===== src/rtl/addsub_pkg.sv =====
`default_nettype none
// ============================================================================
// Module : addsub_pkg
// Brief  : Shared types for the multi-cycle add/subtract unit:
//          FSM state encoding and the result flag bundle.
// Rev    : 1.0 - initial release
// ============================================================================
package addsub_pkg;

  // Unit state: waiting for operands, walking slices, holding a result.
  typedef enum logic [1:0] {
    IDLE = 2'd0,
    BUSY = 2'd1,
    DONE = 2'd2
  } addsub_state_t;

  // Result flags captured together with the final slice.
  typedef struct packed {
    logic cout;
    logic ovf;
    logic zero;
    logic neg;
  } addsub_flags_t;

endpackage : addsub_pkg
`default_nettype wire


===== src/rtl/add_chunk.sv =====
`default_nettype none
// ============================================================================
// Module : add_chunk
// Brief  : Combinational CHUNK-bit adder with carry in and carry out.
//          A single instance is time-shared across all slices of an operation.
// Ports  : a, b  - slice operands (CHUNK bits)
//          cin   - carry into the slice
//          sum   - slice result (CHUNK bits)
//          cout  - carry out of the slice MSB
// Rev    : 1.0 - initial release
// ============================================================================
module add_chunk #(
  parameter int CHUNK = 16
) (
  input  logic [CHUNK-1:0] a,
  input  logic [CHUNK-1:0] b,
  input  logic             cin,
  output logic [CHUNK-1:0] sum,
  output logic             cout
);

  assign {cout, sum} = {1'b0, a} + {1'b0, b} + {{CHUNK{1'b0}}, cin};

endmodule : add_chunk
`default_nettype wire


===== src/rtl/addsub_seq.sv =====
`default_nettype none
// ============================================================================
// Module : addsub_seq
// Brief  : Multi-cycle add/subtract. Operands are processed CHUNK bits per
//          cycle over a registered carry, so a WIDTH-bit operation takes
//          WIDTH/CHUNK cycles on one narrow adder. Valid/ready on both sides.
// Ports  : clk, reset           - clock, synchronous active-high reset
//          in_valid/in_ready    - operand handshake (a, b, sub)
//          a, b                 - WIDTH-bit operands
//          sub                  - 0: a+b, 1: a-b
//          out_valid/out_ready  - result handshake
//          sum                  - WIDTH-bit result modulo 2^WIDTH
//          cout, ovf, zero, neg - carry (no-borrow on sub), signed overflow,
//                                 zero result, result sign
// Rev    : 1.0 - initial release
// ============================================================================
module addsub_seq
  import addsub_pkg::*;
#(
  parameter int WIDTH = 32,
  parameter int CHUNK = 16
) (
  input  logic             clk,
  input  logic             reset,
  input  logic             in_valid,
  output logic             in_ready,
  input  logic [WIDTH-1:0] a,
  input  logic [WIDTH-1:0] b,
  input  logic             sub,
  output logic             out_valid,
  input  logic             out_ready,
  output logic [WIDTH-1:0] sum,
  output logic             cout,
  output logic             ovf,
  output logic             zero,
  output logic             neg
);

  localparam int NCHUNK = WIDTH / CHUNK;
  localparam int CW     = (NCHUNK > 1) ? $clog2(NCHUNK) : 1;
  localparam logic [CW-1:0] C_LAST_IDX = CW'(NCHUNK - 1);

  generate
    if (WIDTH % CHUNK != 0) begin : g_bad_cfg
      $error("addsub_seq: WIDTH must be a multiple of CHUNK");
    end
  endgenerate

  addsub_state_t state_q, state_d;
  logic [CW-1:0]    idx_q, idx_d;
  logic             carry_q, carry_d;
  logic [WIDTH-1:0] a_q, a_d;
  logic [WIDTH-1:0] b_q, b_d;       // already inverted for subtract
  logic [WIDTH-1:0] acc_q, acc_d;   // slices of the operation in flight
  logic [WIDTH-1:0] sum_q, sum_d;   // last delivered result
  addsub_flags_t    flags_q, flags_d;

  logic [CHUNK-1:0] slice_a, slice_b, slice_sum;
  logic             slice_cout;
  int               lsb;

  always_comb begin
    lsb     = CHUNK * int'(idx_q);
    slice_a = a_q[lsb +: CHUNK];
    slice_b = b_q[lsb +: CHUNK];
  end

  add_chunk #(.CHUNK(CHUNK)) u_add_chunk (
    .a    (slice_a),
    .b    (slice_b),
    .cin  (carry_q),
    .sum  (slice_sum),
    .cout (slice_cout)
  );

  always_comb begin
    state_d = state_q;
    idx_d   = idx_q;
    carry_d = carry_q;
    a_d     = a_q;
    b_d     = b_q;
    acc_d   = acc_q;
    sum_d   = sum_q;
    flags_d = flags_q;
    case (state_q)
      IDLE: begin
        if (in_valid) begin
          // Subtract as a + ~b + 1: invert b here, seed the carry with 1.
          state_d = BUSY;
          a_d     = a;
          b_d     = b ^ {WIDTH{sub}};
          carry_d = sub;
          idx_d   = '0;
        end
      end
      BUSY: begin
        acc_d[lsb +: CHUNK] = slice_sum;
        carry_d = slice_cout;
        idx_d   = idx_q + 1'b1;
        if (idx_q == C_LAST_IDX) begin
          // Publish result and flags only on completion, so sum keeps the
          // previous result while an operation is in progress.
          state_d      = DONE;
          sum_d        = acc_d;
          flags_d.cout = slice_cout;
          flags_d.ovf  = (a_q[WIDTH-1] == b_q[WIDTH-1]) &&
                         (acc_d[WIDTH-1] != a_q[WIDTH-1]);
          flags_d.zero = (acc_d == '0);
          flags_d.neg  = acc_d[WIDTH-1];
        end
      end
      DONE: begin
        if (out_ready) state_d = IDLE;
      end
      default: state_d = IDLE;
    endcase
  end

  always_ff @(posedge clk) begin
    if (reset) begin
      state_q <= IDLE;
      idx_q   <= '0;
      carry_q <= 1'b0;
      a_q     <= '0;
      b_q     <= '0;
      acc_q   <= '0;
      sum_q   <= '0;
      flags_q <= '0;
    end else begin
      state_q <= state_d;
      idx_q   <= idx_d;
      carry_q <= carry_d;
      a_q     <= a_d;
      b_q     <= b_d;
      acc_q   <= acc_d;
      sum_q   <= sum_d;
      flags_q <= flags_d;
    end
  end

  assign in_ready  = (state_q == IDLE);
  assign out_valid = (state_q == DONE);
  assign sum       = sum_q;
  assign cout      = flags_q.cout;
  assign ovf       = flags_q.ovf;
  assign zero      = flags_q.zero;
  assign neg       = flags_q.neg;

endmodule : addsub_seq
`default_nettype wire


===== config.mk =====
export PLATFORM = sky130hd
export DESIGN_NAME = addsub_seq
export DESIGN_NICKNAME = d
export VERILOG_FILES = /design/src/rtl/addsub_pkg.sv /design/src/rtl/add_chunk.sv /design/src/rtl/addsub_seq.sv
export SDC_FILE = /design/constraint.sdc
export NUM_CORES = 1
export LEC_CHECK = 0
export ABC_CLOCK_PERIOD_IN_PS = 10000
export BUFFER_PORTS_ARGS = -buffer_cell sky130_fd_sc_hd__buf_2
export CAP_MARGIN = 30
export CORE_MARGIN = 2
export CORE_UTILIZATION = 62
export CTS_BUF_LIST = sky130_fd_sc_hd__clkbuf_8
export CTS_CLUSTER_DIAMETER = 200
export DETAILED_ROUTE_END_ITERATION = 10
export PLACE_DENSITY_LB_ADDON = 0.12
export REMOVE_ABC_BUFFERS = 1
export SLEW_MARGIN = 20
export SYNTH_ARGS = -nofsm -noshare
export SYNTH_HDL_FRONTEND = slang
export SYNTH_SLANG_ARGS = --single-unit

===== constraint.sdc =====
create_clock -name clk -period 10 [get_ports clk]
set_clock_uncertainty 0.15 [all_clocks]
set_input_delay 2.5 -clock clk [delete_from_list [all_inputs] [get_ports clk]]
set_output_delay 2.5 -clock clk [all_outputs]
set_load 0.02 [all_outputs]

**Word level (Yosys, flattened, before mapping)**

Index checks and enable logic that the tools add are counted.

- Add/sub/neg operators: 4
- Multipliers: 0
- Div/mod/pow operators: 0
- Order comparisons: 0
- Equality and inequality tests: 7
- Shifts and indexed selects: 4
- Multiplexer cells: 9
- Bitwise logic cells: 1
- Reductions and logical operators: 8

Operators by type and width:

| operator | count |
|---|---|
| $shiftx 32x6->16 | 2 |
| $neg 5->33 | 1 |
| $shift 16x33->32 const A | 1 |
| $shiftx 16x33->32 | 1 |
| $bwmux 32 | 1 |
| $logic_not 32->1 | 1 |
| $xor 32x32->32 | 1 |
| $add 16x16->17 | 1 |
| $add 17x1->17 | 1 |
| $mux 2 | 3 |
| $pmux 2 s3 | 1 |
| $reduce_and 2->1 | 3 |
| $ne 2x2->1 const B | 2 |
| $pmux 1 s2 | 2 |
| $reduce_and 3->1 | 1 |
| $eq 2x1->1 const B | 1 |
| $eq 2x2->1 const B | 1 |
| $logic_not 2->1 | 1 |
| $mux 1 | 2 |
| $ne 2x1->1 const B | 1 |
| $reduce_bool 2->1 | 1 |
| $add 1x1->1 const B | 1 |
| $eq 1x1->1 | 1 |
| $logic_and 1x1->1 | 1 |
| $ne 1x1->1 | 1 |

- Register bits after elaboration: 136
- Bits in latches: 0
- RAM bits: 0
- ROM bits: 0
- Output and inout port bits: 38
- Word-level logic and storage cells: 44
- Memories: 0

**Logic depth before layout (Yosys ltp)**

Gate-level depths: netlist of run 1.

- Depth after elaboration: 7
- Gate-level depth with buffers: 14
- Depth with buffers taken out: 12

**Modules after synthesis**

A second synthesis of run 1 with hierarchy kept.

- Cells, all modules: 729
- Area, all modules: 6421.2 µm²

Modules (own cells, without submodules):

| module | instances | cells an instance | area each (µm²) |
|---|---|---|---|
| addsub_seq | 1 | 629 | 5661.7 |
| add_chunk | 1 | 100 | 759.5 |

**Least setup slack after synthesis of run 1**

OpenSTA, ideal clock, no wires.

- Path kind: input -> register
- Start point: in reset
- End point: reg flags_q, in the netlist zero
- Library setup time: 70 ps
- Data arrival time: 3876 ps
- Slack: 5904 ps
- Stages: 9
- Path buffers: 1
- Cell sequence: clkbuf_1 nor4_1 nand2_1 nor4_1 nand3_1 or4_1 nor4_1 nand4b_1 o21ai_1

RTL lines:

| element | RTL line | source |
|---|---|---|
| start, declared | addsub_seq.sv:24 | `input logic reset,` |
| end signal, assigned | addsub_seq.sv:137 | `flags_q <= flags_d;` |
| end, declared | addsub_seq.sv:56 | `addsub_flags_t flags_q, flags_d;` |

==> reports/metrics.yaml, run 1 <==
cts_tree: "yes"
min_from: "sum[14]$_SDFFE_PP0P_"
root_buffer: "clkbuf_8"
async_reset_ff_share_pct: 0
grt_usage_pct: 25.9
fillers: 685
drc_errors: 0
cpPeakStageDelay_ns: 0.42
final_cells: 876
utilization_pct: 75.4
crit_cells: 9
cts.sinks: 121
yosys.area.top_type: "dfxtp_1"
dieWidth_um: 99.2
vias: 4841
critPathSlowestCell: "or4_1"
routed_wl_um: 12400
status: "complete, no violations"
ys_seq_elements: 121
htree_levels: 4
crit_path_start: "reset"
timing.max_cap.violations: 0
cp-start-kind: "input pin"
slew_viol_final: 0
placed_cell_area_mm2: 0.00616
worstHoldPathType: "flip-flop to flip-flop"
cp_common_cell: "nor4_1"
slew_headroom_pct: 35.5
antenna_found_initial: 0
grt_pass1_wl_um: 20500
initial_utilization_pct: 64.1
cts.repair.resized: 0
grt_pass1_vias: 4585
antenna_cells: 0
wire_per_inst_um: 14.1
rsz0062_at_grt: "false"
syn_to_final_growth_pct: 17.6
crit_path_end_kind: "flip-flop"
rrSetupSlack_ns: 5.90
hold_violations: 0
grt_max_degree: 82
crit_chain: "buf_4 > nor4_1 > nand2_1 > nor4_1 > nand3_1 > or4_1 > nor4_1 > nand4b_1 > o21ai_1"
netlist_area_mm2: 0.00562
portBuffers: 106
fp.dieArea_mm2: 0.00984
yosysWarningCount: 0
ir_drop_v: 0.0000880
postCtsSetupBuffers: 0
rows: 34
tns_ns: 0
syn_area_per_cell_um2: 8.33
netlist.area_leader.share_pct: 43.1
required_ns: 10.20
setup.worst_path.end: "zero$_SDFFE_PP0P_"
cts_buffers: 17
path_class: "input pin to flip-flop"
regArea_mm2: 0.00242
min_period_ns: 4.15
ys_seq_area_share_pct: 43.1
p_per_area_mw_per_mm2: 187
tightest_slew_ns: 0.955
drt-vias-per-instance: 5.53
dp.cells: 844
multi_input_area_mm2: 0.00297
leakage_uw: 0.00276
die_h_um: 99.2
cp_max_fo: 50
syn-instance-count: 675
ioPinCount: 107
hpwl_um: 8650
r2r_cells: 12
grt-ovfl-total: 0
core_area_mm2: 0.00876
setup_violations: 0
fmax_ghz: 0.241
gp_routability_congestion: 0.827
detail_route.iter0.violations: 254
crit_family: "simple AND/OR/NAND/NOR gates"
ys_types: 52
drive_gt1_share_pct: 23.4
synth_edf_count: 0
clockBufferDepth: 2
clkTransAtPathRegs_ns: 0.06
stdcell_area_mm2: 0.00661
crit_buf_inv: 1
reg2reg_from: "idx_q$_SDFFE_PP0P_"
antenna_left: 0
reg2reg_to: "zero$_SDFFE_PP0P_"
synth-main-ff-cell: "dfxtp_1"
fin_crit_sh_pct: 41.5
worst_skew_pair.late_latency_ns: 0.44
cp.arrival_ns: 4.35
cts.hold.buffers_added: 0
nets: 841
drt_pass1_iterations: 4
synthTopCellsByArea: "dfxtp_1 43%, nand2_1 11%, a21oi_1 8.0%"
==> area by class of cell <==
type                       count  share of cell area [%]
clock inverter                14                    3.09
inverter                       8                   0.454
sequential                   121                    36.6
multi-input combinational    494                    44.9
tap                          108                    2.04
clock buffer                  18                    3.75
timing repair buffer         113                    9.09
==> worst min-delay path by stage <==
stage          slack (ns)  depth (start not counted)              endpoint
2_1_floorplan        0.28                          2  a_q[17]$_SDFFE_PP0P_
3_3_place_gp         0.29                          2  a_q[27]$_SDFFE_PP0P_
3_5_place_dp         0.29                          2  sum[14]$_SDFFE_PP0P_
4_1_cts              0.30                          2  sum[14]$_SDFFE_PP0P_
5_1_grt              0.33                          2   sum[7]$_SDFFE_PP0P_
6_report             0.30                          2  sum[14]$_SDFFE_PP0P_
==> synth_stat cells, drive strengths merged, types with 2 or more instances <==
cell and n:
nor2 46, a211oi 34, inv 8, fa 2, o21bai 2, buf 8, mux2i 2, a21o 6
mux2 30, and2 2, a21oi 91, nand3 5, a221oi 3, dfxtp 121, nand3b 3, nor3 4
nor2b 4, clkbuf 44, nand2 161, o31ai 2, and3 2, nand4 2, xnor2 41, ha 15
nor4 6, o21ai 4, nand2b 3, xor2 4, o21a 4
==> per-stage QoR <==
| step | worst slack [ns] | hold WS (ns) | power, uW |
|---|---|---|---|
| 6_report | 5.85 | 0.302 | 1230 |
| 5_1_grt | 5.69 | 0.328 | 1290 |
| 4_1_cts | 5.92 | 0.303 | 1240 |
| 3_5_place_dp | 5.53 | 0.294 | 747 |
| 3_3_place_gp | 5.64 | 0.290 | 738 |
| 2_1_floorplan | 5.32 | 0.277 | 679 |
==> kinds of logic after synthesis <==
kind of cell	Yosys count	synth area share [%]
simple gates	245	18.1
compound gates	155	17.1
flops	121	43.1
buf+inv	60	4.10
xor+xnor	45	7.14
mux	32	6.37
fa+ha+maj	17	4.05
==> cells in the final DEF, fill, tap and decap left out, drive strengths merged, types with 2 or more instances in the layout <==
cell type,count
nor2b,4
and3,2
bufinv,5
clkbuf,18
nand4,2
ha,15
o21bai,2
fa,2
o21ai,4
nand2b,3
a221oi,3
buf,113
a21oi,91
nand3,5
clkinvlp,2
mux2,30
nor4,6
xor2,4
o31ai,2
nor3,4
clkinv,2
o21a,4
xnor2,41
a211oi,34
inv,13
dfxtp,121
nand3b,3
mux2i,2
nand2,161
and2,2
a21o,6
nor2,46
==> metal layers <==
layer	part of all wire [%]	track usage, %	vias to the layer above	wire length (um)
met4	1.7	7.90	0	216
met3	5.0	6.82	21	617
met2	50	45.0	122	6210
met1	43	31.4	2231	5320
met5	0	0	-	0
li1	-	-	2467	-
==> where the power goes <==
part	total (uW)	switching, uW	internal, uW
Clock	495	194	301
Combinational	207	121	85.8
Sequential	532	19.4	513
Total	1230	335	900
==> tightest hold or removal path: stages, from the launching register on <==
cell and delay (ns):
dfxtp_1 0.30, nand2_1 0.05, a21oi_1 0.05
==> sequential cells by signal (all words and copies together), names as in the netlist <==
| name | count |
|---|---|
| acc_q | 18 |
| a_q | 32 |
| ovf | 1 |
| b_q | 32 |
| sum | 32 |
| cout | 1 |
| carry_q | 1 |
| idx_q | 1 |
| state_q | 2 |
| zero | 1 |
(Power assumes the default switching activity.)
==> inputs of run 2 (changes only) <==
--- a/config.mk
+++ b/config.mk
@@ -5,11 +5,11 @@
 export SDC_FILE = /design/constraint.sdc
 export NUM_CORES = 1
 export LEC_CHECK = 0
-export ABC_CLOCK_PERIOD_IN_PS = 10000
+export ABC_CLOCK_PERIOD_IN_PS = 3830
 export BUFFER_PORTS_ARGS = -buffer_cell sky130_fd_sc_hd__buf_2
 export CAP_MARGIN = 30
 export CORE_MARGIN = 2
-export CORE_UTILIZATION = 62
+export CORE_UTILIZATION = 57
 export CTS_BUF_LIST = sky130_fd_sc_hd__clkbuf_8
 export CTS_CLUSTER_DIAMETER = 200
 export DETAILED_ROUTE_END_ITERATION = 10
==> constraint.sdc (replaced) <==
create_clock -name clk -period 3.83 [get_ports clk]
set_clock_uncertainty 0.15 [all_clocks]
set_input_delay 0.9575 -clock clk [delete_from_list [all_inputs] [get_ports clk]]
set_output_delay 0.9575 -clock clk [all_outputs]
set_load 0.02 [all_outputs]
==> run 2 against run 1 <==
Against the previous run: power grew to 2.7 times the previous value; setup slack got worse by 5.7 ns; non-clock buffer count grew 3; global-route usage shrank 1.2 points; clock power rose to 2.7 times the previous value; via count up 0.45%; wire length rose by 1.8%; combinational power increased to 2.7 times the previous value; critical endpoint is now carry_q$_SDFFE_PP0P_.
==> reports/metrics.yaml, run 2 (same netlist as run 1, synthesis figures left out) <==
crit_path_start: "idx_q$_SDFFE_PP0P_"
p_per_area_mw_per_mm2: 490
p_int_uw: 2430
vias: 4863
switchingPower_uw: 853
cts_tree: "yes"
grt_usage_pct: 24.7
required_ns: 3.99
leakage_uw: 0.00281
placed_cell_area_mm2: 0.00624
routed_wl_um: 12600
crit_chain: "buf_6 > mux2_2 > ha_1 > a21o_1 > a221oi_2 > o221ai_2 > a221oi_2 > and2b_2 > o21a_1 > a221oi_1 > nor2_1"
fin_ws_ns: 0.193
met1_usage_pct: 30.6
total_power_uw: 3290
clkPwrFrac_pct: 40.9
worstHoldEndpoint: "sum[1]$_SDFFE_PP0P_"
nets: 844
cpPeakStageDelay_ns: 0.41
wire_per_inst_um: 13.9
cp_common_cell: "a221oi_2"
rrSetupSlack_ns: 0.19
timing.max_cap.violations: 0
grt_max_degree: 79
gp_routability_congestion: 0.901
clockBufferDepth: 2
met3_usage_pct: 5.17
cp.arrival_ns: 3.80
ir_drop_v: 0.000238
drt-vias-per-instance: 5.38
cp-start-kind: "flip-flop"
syn_to_final_growth_pct: 19.4
antenna_left: 0
htree_levels: 4
cts_buffers: 17
worstHoldPathType: "flip-flop to flip-flop"
critPathSlowestCell: "dfxtp_2"
path_class: "flip-flop to flip-flop"
holdWs_ns: 0.301
dieWidth_um: 103
slew_headroom_pct: 36.2
ioPinCount: 107
combPwrFrac_pct: 16.9
setup_violations: 0
clkTransAtPathRegs_ns: 0.07
drt_pass1_iterations: 4
status: "complete, no violations"
grt-ovfl-total: 0
cts.sinks: 121
tightest_slew_ns: 0.957
antenna_found_initial: 0
min_period_ns: 3.64
cp_max_fo: 18
place_ws_ns: 0.139
fillers: 820
reg2reg_to: "carry_q$_SDFFE_PP0P_"
grt_pass1_wl_um: 20400
drive_gt1_share_pct: 23.6
r2r_cells: 11
final_cell_mix: "161 x nand2_1, 120 x dfxtp_1, 105 x buf_2, 90 x a21oi_1, 46 x nor2_1"
worst_skew_pair.late_latency_ns: 0.43
hold_violations: 0
grt_pass1_vias: 4468
detail_route.iter0.violations: 169
grt-busiest-layer: "met2"
min_from: "sum[1]$_SDFFE_PP0P_"
crit_buf_inv: 1
p_seq_share_pct: 42.2
root_buffer: "clkbuf_8"
grt.met2_usage_pct: 41.7
rsz0062_at_grt: "false"
antenna_cells: 0
rows: 36
hold_depth: 2
fin_crit_sh_pct: 95.0
final_common_cell: "nand2_1"
switching_share_pct: 26.0
drc_errors: 0
stdcell_area_mm2: 0.00671
fp.dieArea_mm2: 0.0107
initial_utilization_pct: 58.0
crit_family: "compound AO/OA/AOI/OAI gates"
reg2reg_from: "idx_q$_SDFFE_PP0P_"
core_area_mm2: 0.00968
hpwl_um: 9080
portBuffers: 106
fmax_ghz: 0.275
die_h_um: 103
slew_viol_final: 0
crit_path_end_kind: "flip-flop"
-- run 2: worst reg2reg max path: cells and delay by family (launching register included) --
family	cells	cell delay [ns]
multiplexers	1	0.38
flip-flops	1	0.41
buffers and inverters	1	0.22
AND/OR/NAND/NOR	2	0.33
adder cells (fa/ha/maj)	1	0.36
AO/OA/AOI/OAI	6	1.67
-- run 2: final cells by class --
type,count,area (um2),area share (%)
well taps,133,166,2.48
flip-flops and latches,121,2420,36.1
clock buffers,19,262,3.90
inverters,8,30.0,0.447
repair buffers,116,652,9.71
multi-input cells,494,2970,44.2
clock inverters,13,209,3.11
-- run 2: what timing repair did --
item	in CTS	in global routing
buffers inserted	0	0
hold buffers	0	0
endpoints found under the setup margin	0	4
gates resized for setup	0	2
-- run 2: metal layers --
metal | share of wire [%] | vias to the layer above
met5 | 0 | -
met4 | 2.6 | 0
met3 | 4.0 | 25
met2 | 49 | 117
met1 | 45 | 2263
li1 | - | 2458
-- run 2: through the flow --
step,std cells,util [%],setup TNS (ns)
4_1_cts,904,69.3,0
2_1_floorplan,623,-,-0.340
6_report,904,69.3,0
3_5_place_dp,872,64.4,0
5_1_grt,904,69.3,0
3_3_place_gp,869,63.9,0
-- run 2: power groups by stage --
stage	Sequential [uW]	Combinational, uW	Clock, uW
floorplan	1410	360	0
global placement	1410	528	0
detailed placement	1410	549	0
CTS	1390	553	1360
global route	1400	615	1410
finish	1390	554	1350
-- run 2: worst max-delay path by stage --
stage,endpoint,slack [ns],cells after the start
detailed placement,ovf$_SDFFE_PP0P_,0.14,11
global route,carry_q$_SDFFE_PP0P_,0.02,11
global placement,carry_q$_SDFFE_PP0P_,0.20,11
finish,carry_q$_SDFFE_PP0P_,0.19,11
CTS,carry_q$_SDFFE_PP0P_,0.06,11
floorplan,carry_q$_SDFFE_PP0P_,-0.17,12
==> inputs of run 3 (changes only) <==
--- a/config.mk
+++ b/config.mk
@@ -5,16 +5,18 @@
 export SDC_FILE = /design/constraint.sdc
 export NUM_CORES = 1
 export LEC_CHECK = 0
+export ABC_AREA = 1
 export ABC_CLOCK_PERIOD_IN_PS = 3830
 export BUFFER_PORTS_ARGS = -buffer_cell sky130_fd_sc_hd__buf_2
 export CAP_MARGIN = 30
 export CORE_MARGIN = 2
-export CORE_UTILIZATION = 57
+export CORE_UTILIZATION = 58
 export CTS_BUF_LIST = sky130_fd_sc_hd__clkbuf_8
 export CTS_CLUSTER_DIAMETER = 200
 export DETAILED_ROUTE_END_ITERATION = 10
 export PLACE_DENSITY_LB_ADDON = 0.12
 export REMOVE_ABC_BUFFERS = 1
+export SETUP_SLACK_MARGIN = 0.02
 export SLEW_MARGIN = 20
 export SYNTH_ARGS = -nofsm -noshare
 export SYNTH_HDL_FRONTEND = slang
==> run 3 against run 2 <==
Against the previous run: sequential share of layout area decreased by 1.3 points; global-route usage increased by 0.44 points; largest cell class unchanged; flip-flop and latch count increased by 6; power increased by 4.4%; critical endpoint is now zero$_SDFFE_PP0P_; sequential power increased by 6%; core utilization decreased by 0.99 points.
==> reports/metrics.yaml, run 3 <==
status: "complete, no violations"
antenna_cells: 0
rrSetupSlack_ns: 0.61
hpwl_um: 9800
synth-main-ff-cell: "dfxtp_1"
utilization_pct: 68.3
final_cell_mix: "187 x nand2_1, 126 x dfxtp_1, 113 x o21ai_0, 111 x inv_1, 106 x buf_2"
worstHoldPathType: "flip-flop to flip-flop"
r2r_cells: 14
worst_skew_pair.late_latency_ns: 0.43
clkPwrFrac_pct: 36.2
leakage_uw: 0.00359
nets: 1074
path_class: "flip-flop to flip-flop"
drive_gt1_share_pct: 16.9
antenna_found_initial: 0
synth_edf_count: 0
clkTransAtPathRegs_ns: 0.07
netlist_area_mm2: 0.00630
setup_violations: 0
cp-start-kind: "flip-flop"
slew_viol_final: 0
detail_route.iter0.violations: 278
initial_utilization_pct: 58.9
cp_max_fo: 35
clockBufferDepth: 2
critPathSlowestCell: "dfxtp_2"
rsz0062_at_grt: "false"
min_from: "b_q[5]$_SDFFE_PP0P_"
die_h_um: 108
final_cells: 1141
yosys.area.top_type: "dfxtp_1"
root_buffer: "clkbuf_8"
grt_max_degree: 72
cp.arrival_ns: 3.43
cts.sinks: 127
yosysWarningCount: 0
syn_to_final_growth_pct: 16.1
cts_buffers: 17
fmax_ghz: 0.311
vias: 5731
cpPeakStageDelay_ns: 0.70
cts.hold.buffers_added: 0
async_reset_ff_share_pct: 0
drc_errors: 0
synthTopCellsByArea: "dfxtp_1 40%, nand2_1 11%, o21ai_0 9.0%"
drt_pass1_iterations: 7
cts.repair.resized: 0
dieWidth_um: 108
antenna_left: 0
crit_path_end_kind: "flip-flop"
combPwrFrac_pct: 20.9
total_power_uw: 3430
ys_seq_elements: 127
slew_headroom_pct: 43.7
portBuffers: 106
hold_depth: 2
syn_area_per_cell_um2: 6.95
required_ns: 4.04
grt_pass1_wl_um: 23500
htree_levels: 4
hold_violations: 0
ir_drop_v: 0.000254
crit_chain: "buf_4 > o21ai_0 > ha_1 > a21oi_1 > nand2_1 > a21oi_1 > nand2_1 > nand2_1 > nand3_1 > nand2_1 > nand3_1 > nor2_1 > nand3_1 > a21oi_2"
wire_per_inst_um: 12.4
netlist.area_leader.share_pct: 40.4
p_int_uw: 2350
synth_common_cells: "188 x nand2_1, 127 x dfxtp_1, 113 x o21ai_0"
final_common_cell: "nand2_1"
postCtsSetupBuffers: 0
ys_seq_area_share_pct: 40.4
grt_pass1_vias: 5044
reg2reg_to: "zero$_SDFFE_PP0P_"
core_area_mm2: 0.0107
reg2reg_from: "idx_q$_SDFFE_PP0P_"
p_seq_share_pct: 42.9
tightest_slew_ns: 0.843
fin_crit_sh_pct: 84.0
switchingPower_uw: 1080
syn-instance-count: 906
p_per_area_mw_per_mm2: 470
gp_routability_congestion: 0.870
drt-vias-per-instance: 5.02
timing.max_cap.violations: 0
cp_common_cell: "nand2_1"
yosysMostFrequentCell: "nand2_1"
dp.cells: 1108
switching_share_pct: 31.6
cts_tree: "yes"
min_period_ns: 3.22
worstHoldEndpoint: "b_q[5]$_SDFFE_PP0P_"
rows: 38
ioPinCount: 107
ys_types: 40
grt_usage_pct: 25.1
tns_ns: 0
fp.dieArea_mm2: 0.0117
grt-ovfl-total: 0
routed_wl_um: 14100
-- run 3: cell types whose count changed in the layout (fill, tap and decap cells not counted), moves of 18 or more --
cell / before / now
nor2_1: 46 / 102
xnor2_1: 41 / 15
nand3_1: 5 / 27
inv_1: 13 / 111
nand2_1: 161 / 187
mux2_2: 30 / 0
a211oi_1: 34 / 16
o21ai_0: 3 / 113
-- run 3: per-stage QoR --
step           hold WS [ns]  instance area (um2)  setup slack, ns
6_report              0.299                 7310            0.613
3_5_place_dp          0.288                 6850            0.666
2_1_floorplan         0.276                 6080          -0.0620
5_1_grt               0.319                 7310            0.230
3_3_place_gp          0.280                 6840            0.658
4_1_cts               0.301                 7280            0.621
-- run 3: worst max-delay path by stage --
| stage | start | endpoint | slack [ns] |
|---|---|---|---|
| after floorplan | idx_q$_SDFFE_PP0P_ | acc_q[19]$_SDFFE_PP0P_ | -0.06 |
| after global placement | idx_q$_SDFFE_PP0P_ | zero$_SDFFE_PP0P_ | 0.66 |
| after detailed placement | idx_q$_SDFFE_PP0P_ | zero$_SDFFE_PP0P_ | 0.67 |
| after CTS | idx_q$_SDFFE_PP0P_ | zero$_SDFFE_PP0P_ | 0.62 |
| after global routing | idx_q$_SDFFE_PP0P_ | zero$_SDFFE_PP0P_ | 0.23 |
| final | idx_q$_SDFFE_PP0P_ | zero$_SDFFE_PP0P_ | 0.61 |
-- run 3: final cells by class --
| type | count | area (um2) |
|---|---|---|
| Tap cell | 140 | 175 |
| Multi-Input combinational cell | 612 | 3110 |
| Fill cell | 976 | 3390 |
| Inverter | 116 | 435 |
| Timing Repair Buffer | 114 | 618 |
| Clock buffer | 18 | 248 |
| Clock inverter | 14 | 181 |
| Sequential cell | 127 | 2540 |
-- run 3: cell families after synthesis --
group	after synthesis	share of synthesized area [%]
mux	1	0.159
fa+ha+maj	17	3.62
xor+xnor	34	4.73
buf+inv	167	10.3
flops	127	40.4
simple gates	339	21.9
compound gates	221	18.9
-- run 3: worst max-delay path, delay by kind of cell, from the launching register on --
kind	cells	cell delay, ns
and+or+nand+nor	8	0.74
buffers and inverters	1	0.44
DFF	1	0.70
adders and majority gates	1	0.37
AOI/OAI and AO/OA	4	0.74
-- run 3: routing by layer --
metal | part of all wire, % | vias to the layer above | global-route usage [%] | wire, um
li1 | - | 3042 | - | -
met4 | 1.1 | 0 | 7.51 | 152
met2 | 46 | 127 | 41.2 | 6530
met5 | 0 | - | 0 | 0
met3 | 4.2 | 14 | 5.24 | 596
met1 | 49 | 2548 | 33.4 | 6870
-- run 3: power groups by stage --
stage / logic (uW) / registers [uW] / clock network, uW
floorplan: 481 / 1510 / 0
global placement: 702 / 1500 / 0
detailed placement: 708 / 1500 / 0
CTS: 714 / 1470 / 1250
global route: 815 / 1490 / 1310
finish: 718 / 1470 / 1240
